[config.mk]
export PLATFORM = sky130hd
export DESIGN_NAME = dmem_load_unit_flat
export DESIGN_NICKNAME = d
export VERILOG_FILES = /design/src/rtl/dmem_load_unit_if.sv /design/src/rtl/dmem_load_unit.sv /design/src/flat_wrapper.sv
export SDC_FILE = /design/constraint.sdc
export NUM_CORES = 1
export LEC_CHECK = 0
export ABC_AREA = 0
export ABC_CLOCK_PERIOD_IN_PS = 3800
export CAP_MARGIN = 20
export CORE_UTILIZATION = 45
export DETAILED_ROUTE_END_ITERATION = 7
export PLACE_DENSITY = 0.75
export SYNTH_ARGS = -nofsm -noshare
export SYNTH_HDL_FRONTEND = slang
export SYNTH_SLANG_ARGS = --single-unit
[constraint.sdc]
create_clock -name clk -period 3.8 [get_ports clk]
set_input_delay 0.38 -clock clk [delete_from_list [all_inputs] [get_ports clk]]
set_output_delay 0.38 -clock clk [all_outputs]
set_load 0.01 [all_outputs]
[src/rtl/dmem_load_unit_if.sv]
// Request/response bundle between the MEM stage and the data-memory load unit.
interface dmem_load_unit_if #(
    parameter int unsigned ADDR_W = 11
);
    logic              req_valid;
    logic              req_ready;
    logic [2:0]        load_sel_M;
    logic [ADDR_W-1:0] addr;
    logic              resp_valid;
    logic [31:0]       resp_data;
    logic              resp_misalign;
    logic              err;

    modport master (
        output req_valid, load_sel_M, addr,
        input  req_ready, resp_valid, resp_data, resp_misalign, err
    );

    modport slave (
        input  req_valid, load_sel_M, addr,
        output req_ready, resp_valid, resp_data, resp_misalign, err
    );
endinterface

[src/rtl/dmem_load_unit.sv]
// Load unit for the word-wide data memory: issues one or two synchronous word
// reads per load, merges word-crossing accesses and returns an extended result.
module dmem_load_unit #(
    parameter int unsigned ADDR_W = 11,
    parameter int unsigned DEPTH  = 512
) (
    input  logic                clk,
    input  logic                rst_n,
    dmem_load_unit_if.slave     bus,
    output logic                mem_re,
    output logic [ADDR_W-3:0]   mem_RA,
    input  logic [31:0]         mem_RD
);
    localparam int unsigned IDX_W = ADDR_W - 2;

    typedef enum logic [1:0] {IDLE, RD0, RD1, RESP} state_e;

    state_e           state_q, state_d;
    logic [IDX_W-1:0] idx_q, idx_d;
    logic [2:0]       sel_q, sel_d;
    logic [1:0]       off_q, off_d;
    logic [31:0]      w0_q, w0_d;
    logic             resp_valid_q, resp_valid_d;
    logic [31:0]      resp_data_q, resp_data_d;
    logic             resp_misalign_q, resp_misalign_d;
    logic             err_q, err_d;

    logic             sel_legal;
    logic             split;
    logic [IDX_W-1:0] idx_next;

    // Shift the merged double word to the load's byte offset, then extend.
    function automatic logic [31:0] form_result(input logic [2:0]  sel,
                                                input logic [1:0]  off,
                                                input logic [63:0] dw);
        logic [63:0] sh;
        sh = dw >> {off, 3'b000};
        case (sel)
            3'b000:  return {{24{sh[7]}}, sh[7:0]};
            3'b001:  return {{16{sh[15]}}, sh[15:0]};
            3'b010:  return sh[31:0];
            3'b100:  return {24'h0, sh[7:0]};
            3'b101:  return {16'h0, sh[15:0]};
            default: return 32'h0;
        endcase
    endfunction

    // Illegal selects never split, so err and misalign are mutually exclusive.
    always_comb begin
        sel_legal = (sel_q == 3'b000) || (sel_q == 3'b001) || (sel_q == 3'b010) ||
                    (sel_q == 3'b100) || (sel_q == 3'b101);
        split     = sel_legal &&
                    (((sel_q[1:0] == 2'b01) && (off_q == 2'd3)) ||
                     ((sel_q[1:0] == 2'b10) && (off_q != 2'd0)));
        idx_next  = (idx_q == IDX_W'(DEPTH - 1)) ? '0 : idx_q + IDX_W'(1);
    end

    always_ff @(posedge clk or negedge rst_n) begin
        if (!rst_n) begin
            state_q         <= IDLE;
            idx_q           <= '0;
            sel_q           <= '0;
            off_q           <= '0;
            w0_q            <= '0;
            resp_valid_q    <= 1'b0;
            resp_data_q     <= '0;
            resp_misalign_q <= 1'b0;
            err_q           <= 1'b0;
        end else begin
            state_q         <= state_d;
            idx_q           <= idx_d;
            sel_q           <= sel_d;
            off_q           <= off_d;
            w0_q            <= w0_d;
            resp_valid_q    <= resp_valid_d;
            resp_data_q     <= resp_data_d;
            resp_misalign_q <= resp_misalign_d;
            err_q           <= err_d;
        end
    end

    always_comb begin
        state_d = state_q;
        case (state_q)
            IDLE:    if (bus.req_valid) state_d = RD0;
            RD0:     state_d = split ? RD1 : RESP;
            RD1:     state_d = RESP;
            RESP:    state_d = IDLE;
            default: state_d = IDLE;
        endcase
    end

    // Memory port drive and datapath register updates.
    always_comb begin
        bus.req_ready   = 1'b0;
        mem_re          = 1'b0;
        mem_RA          = idx_q;
        idx_d           = idx_q;
        sel_d           = sel_q;
        off_d           = off_q;
        w0_d            = w0_q;
        resp_valid_d    = 1'b0;
        resp_data_d     = resp_data_q;
        resp_misalign_d = 1'b0;
        err_d           = 1'b0;
        case (state_q)
            IDLE: begin
                bus.req_ready = 1'b1;
                if (bus.req_valid) begin
                    mem_re = 1'b1;
                    mem_RA = bus.addr[ADDR_W-1:2];
                    idx_d  = bus.addr[ADDR_W-1:2];
                    sel_d  = bus.load_sel_M;
                    off_d  = bus.addr[1:0];
                end
            end
            RD0: begin
                w0_d = mem_RD;
                if (split) begin
                    mem_re = 1'b1;
                    mem_RA = idx_next;
                end else begin
                    resp_data_d  = form_result(sel_q, off_q, {32'h0, mem_RD});
                    resp_valid_d = 1'b1;
                    err_d        = !sel_legal;
                end
            end
            RD1: begin
                resp_data_d     = form_result(sel_q, off_q, {mem_RD, w0_q});
                resp_valid_d    = 1'b1;
                resp_misalign_d = 1'b1;
                err_d           = !sel_legal;
            end
            default: ;
        endcase
    end

    assign bus.resp_valid    = resp_valid_q;
    assign bus.resp_data     = resp_data_q;
    assign bus.resp_misalign = resp_misalign_q;
    assign bus.err           = err_q;
endmodule
[src/flat_wrapper.sv]
// flat-port wrapper written by rule: the top's interface ports become plain ports
module dmem_load_unit_flat 
#(
    parameter int unsigned ADDR_W = 11,
    parameter int unsigned DEPTH  = 512
)
  (clk, rst_n, mem_re, mem_RA, mem_RD, bus_req_valid, bus_load_sel_M, bus_addr, bus_req_ready, bus_resp_valid, bus_resp_data, bus_resp_misalign, bus_err);
  dmem_load_unit_if #(.ADDR_W(ADDR_W)) bus_i ();
  input  logic clk;
  input  logic rst_n;
  output logic mem_re;
  output logic [ADDR_W-3:0] mem_RA;
  input  logic [31:0] mem_RD;
  input wire logic [$bits(bus_i.req_valid)-1:0] bus_req_valid;
  input wire logic [$bits(bus_i.load_sel_M)-1:0] bus_load_sel_M;
  input wire logic [$bits(bus_i.addr)-1:0] bus_addr;
  output wire logic [$bits(bus_i.req_ready)-1:0] bus_req_ready;
  output wire logic [$bits(bus_i.resp_valid)-1:0] bus_resp_valid;
  output wire logic [$bits(bus_i.resp_data)-1:0] bus_resp_data;
  output wire logic [$bits(bus_i.resp_misalign)-1:0] bus_resp_misalign;
  output wire logic [$bits(bus_i.err)-1:0] bus_err;
  assign bus_i.req_valid = bus_req_valid;
  assign bus_i.load_sel_M = bus_load_sel_M;
  assign bus_i.addr = bus_addr;
  assign bus_req_ready = bus_i.req_ready;
  assign bus_resp_valid = bus_i.resp_valid;
  assign bus_resp_data = bus_i.resp_data;
  assign bus_resp_misalign = bus_i.resp_misalign;
  assign bus_err = bus_i.err;
  dmem_load_unit #(.ADDR_W(ADDR_W), .DEPTH(DEPTH)) u_core (.clk(clk), .rst_n(rst_n), .bus(bus_i), .mem_re(mem_re), .mem_RA(mem_RA), .mem_RD(mem_RD));
endmodule
-- Yosys cells after proc, flatten, opt, wreduce, memory -nomap -nowiden
Cells that the tools add are included.
- input bits: 49
- logic and storage cells: 60
- output and inout port bits: 46
- bits in registers: 83
- ROM bits: 0
- memories: 0
- memory bits (writable): 0
- bits in latches: 0
- shift-type cells: 2
- add/subtract/negate cells: 1
- reduce and logical (&&, ||, !) cells: 15
- bitwise logic cells: 0
- equality and inequality tests: 13
- magnitude comparators: 0
- div/mod/pow operators: 0
- $mul: 0
- multiplexer cells: 20
- operator list (operator ; number):
    $pmux 32 s5 ; 2
    $pmux 32 s2 ; 1
    $shr 64x5->32 ; 1
    $mux 32 ; 1
    $shr 32x5->32 ; 1
    $mux 9 ; 3
    $pmux 9 s2 ; 1
    $add 9x1->9 const B ; 1
    $eq 9x9->1 const B ; 1
    $eq 2x2->1 const B ; 4
    $pmux 2 s4 ; 1
    $mux 1 ; 7
    $eq 3x3->1 const B ; 2
    $pmux 1 s2 ; 3
    $logic_or 1x1->1 ; 5
    $eq 2x1->1 const B ; 2
    $ne 2x2->1 const B ; 2
    $reduce_and 2->1 ; 2
    $reduce_bool 2->1 ; 2
    $eq 3x1->1 const B ; 1
    $eq 3x2->1 const B ; 1
    $logic_and 1x1->1 ; 3
    $logic_not 3->1 ; 1
    $logic_not 2->1 ; 1
    2 further kinds ; 2

-- Depth between registers and ports, before layout
Gate-level depths: netlist (run 1).
- depth in word-level cells: 8
- mapped depth: 9

-- Worst setup path before layout (run 1)
No wires, ideal clock.
- path type: reg2out
- from: register u_core.sel_q[2]
- to: output port mem_RA[0]
- data arrival time: 1.949 ns
- path buffers: 1
- stages on the path, launching flop included: 6
- path slack: 1.471 ns
- cells stage by stage: dfrtp_1 > or3b_1 > buf_2 > o22ai_1 > nand2_1 > o311ai_0
- word-level cells in the longest chain between the ends: 8
- elaborated cells on any way between the ends: 12
- classes of those cells: eq/ne: 4; mux: 2; reduce/logical: 6
- ends and longest elaborated chain (element ; line ; RTL):
    from (decl) ; dmem_load_unit.sv:20 ; logic [2:0] sel_q, sel_d;
    from (signal assigned) ; dmem_load_unit.sv:72 ; sel_q <= sel_d;
    $eq 3x1->1 or $logic_not 3->1 (tied branches) ; dmem_load_unit.sv:50 ; sel_legal = (sel_q == 3'b000) || (sel_q == 3'b001) || (sel_q == 3'b010) ||
    $logic_or 1x1->1 (3 in a row) ; dmem_load_unit.sv:50 ;
    $logic_or 1x1->1 * ; dmem_load_unit.sv:51 ; (sel_q == 3'b100) || (sel_q == 3'b101);
    $logic_and 1x1->1 * ; dmem_load_unit.sv:52 ; split = sel_legal &&
    $mux 9 * ; dmem_load_unit.sv:119 ; if (split) begin
    $pmux 9 s2 * ; dmem_load_unit.sv:106 ; case (state_q)
    to (decl) ; flat_wrapper.sv:12 ; output logic [ADDR_W-3:0] mem_RA;
Mark *: on every way between the ends. The rest lies on a longest branch, timed or not.

-- Final worst setup path (run 1)
- from: register u_core.idx_q[3]
- to: output port mem_RA[5]
- word-level cells in the longest chain between the ends: 4
- elaborated cells on any way between the ends: 5
- classes of those cells: add/sub: 1; eq/ne: 1; mux: 3
- ends and longest elaborated chain (element ; line ; RTL):
    from (decl) ; dmem_load_unit.sv:19 ; logic [IDX_W-1:0] idx_q, idx_d;
    from (signal assigned) ; dmem_load_unit.sv:71 ; idx_q <= idx_d;
    $add 9x1->9 or $eq 9x9->1 (tied branches) ; dmem_load_unit.sv:55 ; idx_next = (idx_q == IDX_W'(DEPTH - 1)) ? '0 : idx_q + IDX_W'(1);
    $mux 9 * ; dmem_load_unit.sv:55 ;
    $mux 9 * ; dmem_load_unit.sv:119 ;
    $pmux 9 s2 * ; dmem_load_unit.sv:106 ;
Marked as above.

==> metrics.md, run 1 <==
| Metric | Value |
|---|---|
| Fmax | 303 MHz |
| Critical path's most frequent cell | and3_1 |
| R2r startpoint | u_core.state_q[0] |
| Seq cells post-synth | 83 |
| R2r worst-path depth | 7 |
| Global-route wire length before repair | around 21000 µm |
| Initial core utilization | 0.471 |
| Reg-to-reg endpoint | u_core.bus.resp_data[27] |
| Syn nets | 560 |
| Hold Path Class | in2async |
| Syn Inst Count | 506 |
| Number of global-route vias before repair | roughly 4200 |
| Max-Cap Viols | 0 |
| Clk_lat worst skew | 0.34 ns |
| Setup CP Type | reg2out |
| GPL Wtd Cong | 0.875 |
| Fin crit share | 0.869 |
| Critical Path Start Type | flip-flop |
| Die width | 109 µm |
| Initial antenna violation count | 0 |
| CP cell instances | and3_1 -> and3_1 -> and3_1 -> ha_1 -> a21oi_1 -> a21oi_1 -> o211ai_1 -> clkdlybuf4s50_1 |
| First element of the critical path | u_core.idx_q[3] |
| Fin nets | 640 |
| CTS tree | done |
| Setup ws final | 0.499 ns |
| Drt drc | 0 |
| IO Pins | 95 |
| Max Clock Skew | slightly above 0.006 ns |
| # port buffers | 94 |
| # resized after CTS | 0 |
| Tmin final | between 3 and 4 ns |
| Syn. warnings | 0 |
| DIE AREA | 0.0120 mm² |
| Final setup TNS | 0 ns |
| Crit path capture type | output pin |
| CP Max Fanout | 7 |
| Total power | 0.00626 W |
| Core Region | ~0.011 mm² |
| Post-Route WL | 13400 µm |
| Clock sink total | 83 |
| Avg Cell Area, Syn | 10.3 µm² |
| Fin. Hold Viols | 0 |
| Max-slew violation count | 0 |
| Final ANT Viol Nets | 0 |
| Total GRT Usage | 0.235 |
| Num CTS Buffers | 9 |
| Final setup violation count | 0 |
| Initial drt markers | 280 |
| PwrDens | roughly 960 mW/mm² |
| Seq/Total Area, Yosys | 0.400 |
| Pin slew with the least headroom to its limit | about 0.68 ns |
| Vias | 4347 |
| Htree depth | 3 |
| Rel. slew slack | 0.546 |
| Clock slew at reported path FFs | around 0.070 ns |
| Dpl ws | 0.899 ns |
| CP arrival | between 2 and 3 ns |
| Synth unique cells | 47 |
| Average via count per standard cell | 5.95 |
| Worst-case vdd ir drop | 534 µV |
| R2R setup slack | 1.04 ns |
| Leak Pwr | 2.67 nW |
| Share of layout cells above drive strength 1 | 0.169 |
| Die Ht | 109 µm |
| Antenna diode count | 0 |
| DR WL/cell | 18.3 µm |
| RSZ-0062 raised after global routing | false |
| Hold-fix buffers at CTS | 0 |
| Worst-case clock buffer depth | 2 |
| Overflow after GRT | 0 |
| Clock root cell | clkbuf_16 |
| Mapped Area | 0.00519 mm² |
| Area delta synth->final | 25.9% |
| Dpl hpwl | 9380 µm |
| Largest net degree at the start of global routing | 84 |
| Worst path required time | 3.42 ns |
| Slowest CP cell | clkdlybuf4s50_1 |
| Status | finished, final reports clean |
| Row count | 38 |
| Post CTS Setup Buffer Count | 0 |
| First-pass detailed-route iteration total | 5 |
| Worst path max stage delay | 0.56 ns |
## state kept, by name, indices dropped and copies added, names as in the netlist
register and count:
u_core.bus.resp_valid 1, u_core.sel_q 3, u_core.w0_q 32, u_core.off_q 2, u_core.state_q 2, u_core.bus.resp_data 32
u_core.idx_q 9, u_core.bus.err 1, u_core.bus.resp_misalign 1
## cells by family after synthesis
| group | Yosys count | share of synthesized area |
|---|---|---|
| buf+inv | 51 | 0.0453 |
| mux | 99 | 0.254 |
| simple gates | 139 | 0.115 |
| flops | 83 | 0.400 |
| fa+ha+maj | 5 | 0.0121 |
| compound gates | 129 | 0.173 |
## worst max-delay path: cells and delay by family, from the launching register on
| family | cells | cell delay, ns |
|---|---|---|
| flip-flops | 1 | 0.45 |
| adder cells (fa/ha/maj) | 1 | 0.26 |
| AO/OA/AOI/OAI | 3 | 0.69 |
| AND/OR/NAND/NOR | 3 | 0.62 |
| buffers and inverters | 1 | 0.56 |
## final cells by class
type | count | area, µm²
multi-input combinational | 372 | 2880
clock buffer | 9 | 225
fill | 922 | 4500
inverter | 15 | 56.3
tap | 140 | 175
clock inverter | 7 | 76.3
timing repair buffer | 105 | 1040
sequential | 83 | 2080
## synth_stat cells, drive strengths merged
| cell | count | area [µm²] |
|---|---|---|
| ha | 5 | 62.6 |
| nand4 | 2 | 12.5 |
| a21boi | 2 | 26.3 |
| inv | 15 | 56.3 |
| clkbuf | 16 | 61.3 |
| a22oi | 1 | 7.51 |
| nor3 | 4 | 20.0 |
| dfrtp | 83 | 2080 |
| o221ai | 3 | 43.8 |
| a32o | 25 | 250 |
| or3b | 1 | 8.76 |
| buf | 20 | 118 |
| a21oi | 21 | 105 |
| nand2b | 4 | 25.0 |
| a2bb2oi | 1 | 8.76 |
| o21a | 1 | 7.51 |
| or2 | 2 | 12.5 |
| o22ai | 1 | 6.26 |
| mux4 | 21 | 473 |
| nor3b | 1 | 7.51 |
| a21o | 1 | 7.51 |
| and2 | 2 | 12.5 |
| nor2b | 4 | 25.0 |
| nand2 | 86 | 323 |
| nor2 | 21 | 78.8 |
| nor4b | 1 | 8.76 |
| o311ai | 2 | 17.5 |
| mux2 | 42 | 473 |
| nand3b | 2 | 15.0 |
| o31ai | 9 | 67.6 |
| o22a | 2 | 18.8 |
| nand3 | 5 | 25.0 |
| mux2i | 36 | 373 |
| o211ai | 2 | 15.0 |
| and3 | 4 | 25.0 |
| a32oi | 2 | 36.3 |
| o21ai | 56 | 280 |
## worst max path at each step
stage | end | slack, ns
final | mem_RA[5] | 0.50
after floorplan | mem_RA[0] | 1.47
after global placement | mem_RA[1] | 0.92
after global routing | mem_RA[5] | 0.37
after CTS | mem_RA[5] | 0.51
after detailed placement | mem_RA[5] | 0.90
## report_power, final
group / internal, W / switching, W / total, W
sequential: 0.00131 / 0.000345 / 0.00166
combinational: 0.00180 / 0.00190 / 0.00370
clock: 0.000514 / 0.000383 / 0.000897
## layer usage
layer / part of all wire / wire length (µm) / vias up / global-route usage
li1: - / - / 2031 / -
met4: 0.017 / 223 / 0 / 0.0790
met1: 0.45 / 6010 / 2112 / 0.331
met3: 0.061 / 811 / 25 / 0.0391
met5: 0 / 0 / - / 0
met2: 0.47 / 6340 / 179 / 0.367
## metrics by stage
step           cell area [µm²]  std cells  utilization  hold slack (ns)
2_1_floorplan             5190        506            -           0.0844
3_3_place_gp              6210        714        0.563            0.466
3_5_place_dp              6210        714        0.563            0.477
4_1_cts                   6510        730        0.590            0.276
5_1_grt                   6540        731        0.592           0.0362
6_report                  6540        731        0.592         0.000491
## placed cells by master, fill, tap and decap left out, types with 2 or more instances in the layout
cell             netlist  final
o221ai_1               2      2
mux2_2                42     42
mux2i_1               35     35
o211ai_1               2      2
o31ai_1                9      9
o21ai_0               56     56
nor3_1                 4      4
a21oi_1               21     21
clkbuf_16              0      9
nor2_1                21     21
o311ai_0               2      2
inv_6                  0      2
and3_1                 4      4
clkinvlp_4             0      2
dfrtp_1               83     81
a32o_1                25     25
and2_1                 2      2
nand4_1                2      2
mux4_2                21     21
nor2b_1                4      4
dfrtp_2                0      2
ha_1                   5      4
clkdlybuf4s50_1        0     93
nand3b_1               2      2
inv_1                 15     15
nand3_1                5      5
buf_4                  1     11
nand2_1               86     86
nand2b_1               4      4
Power figures use the tool's default switching activity.
==> run 2, diff against run 1 <==
SKIP_CTS_REPAIR_TIMING = 1   (was default)
==> results of run 2 <==
No change in the layout: final DEF, timing and power equal those of run 1.
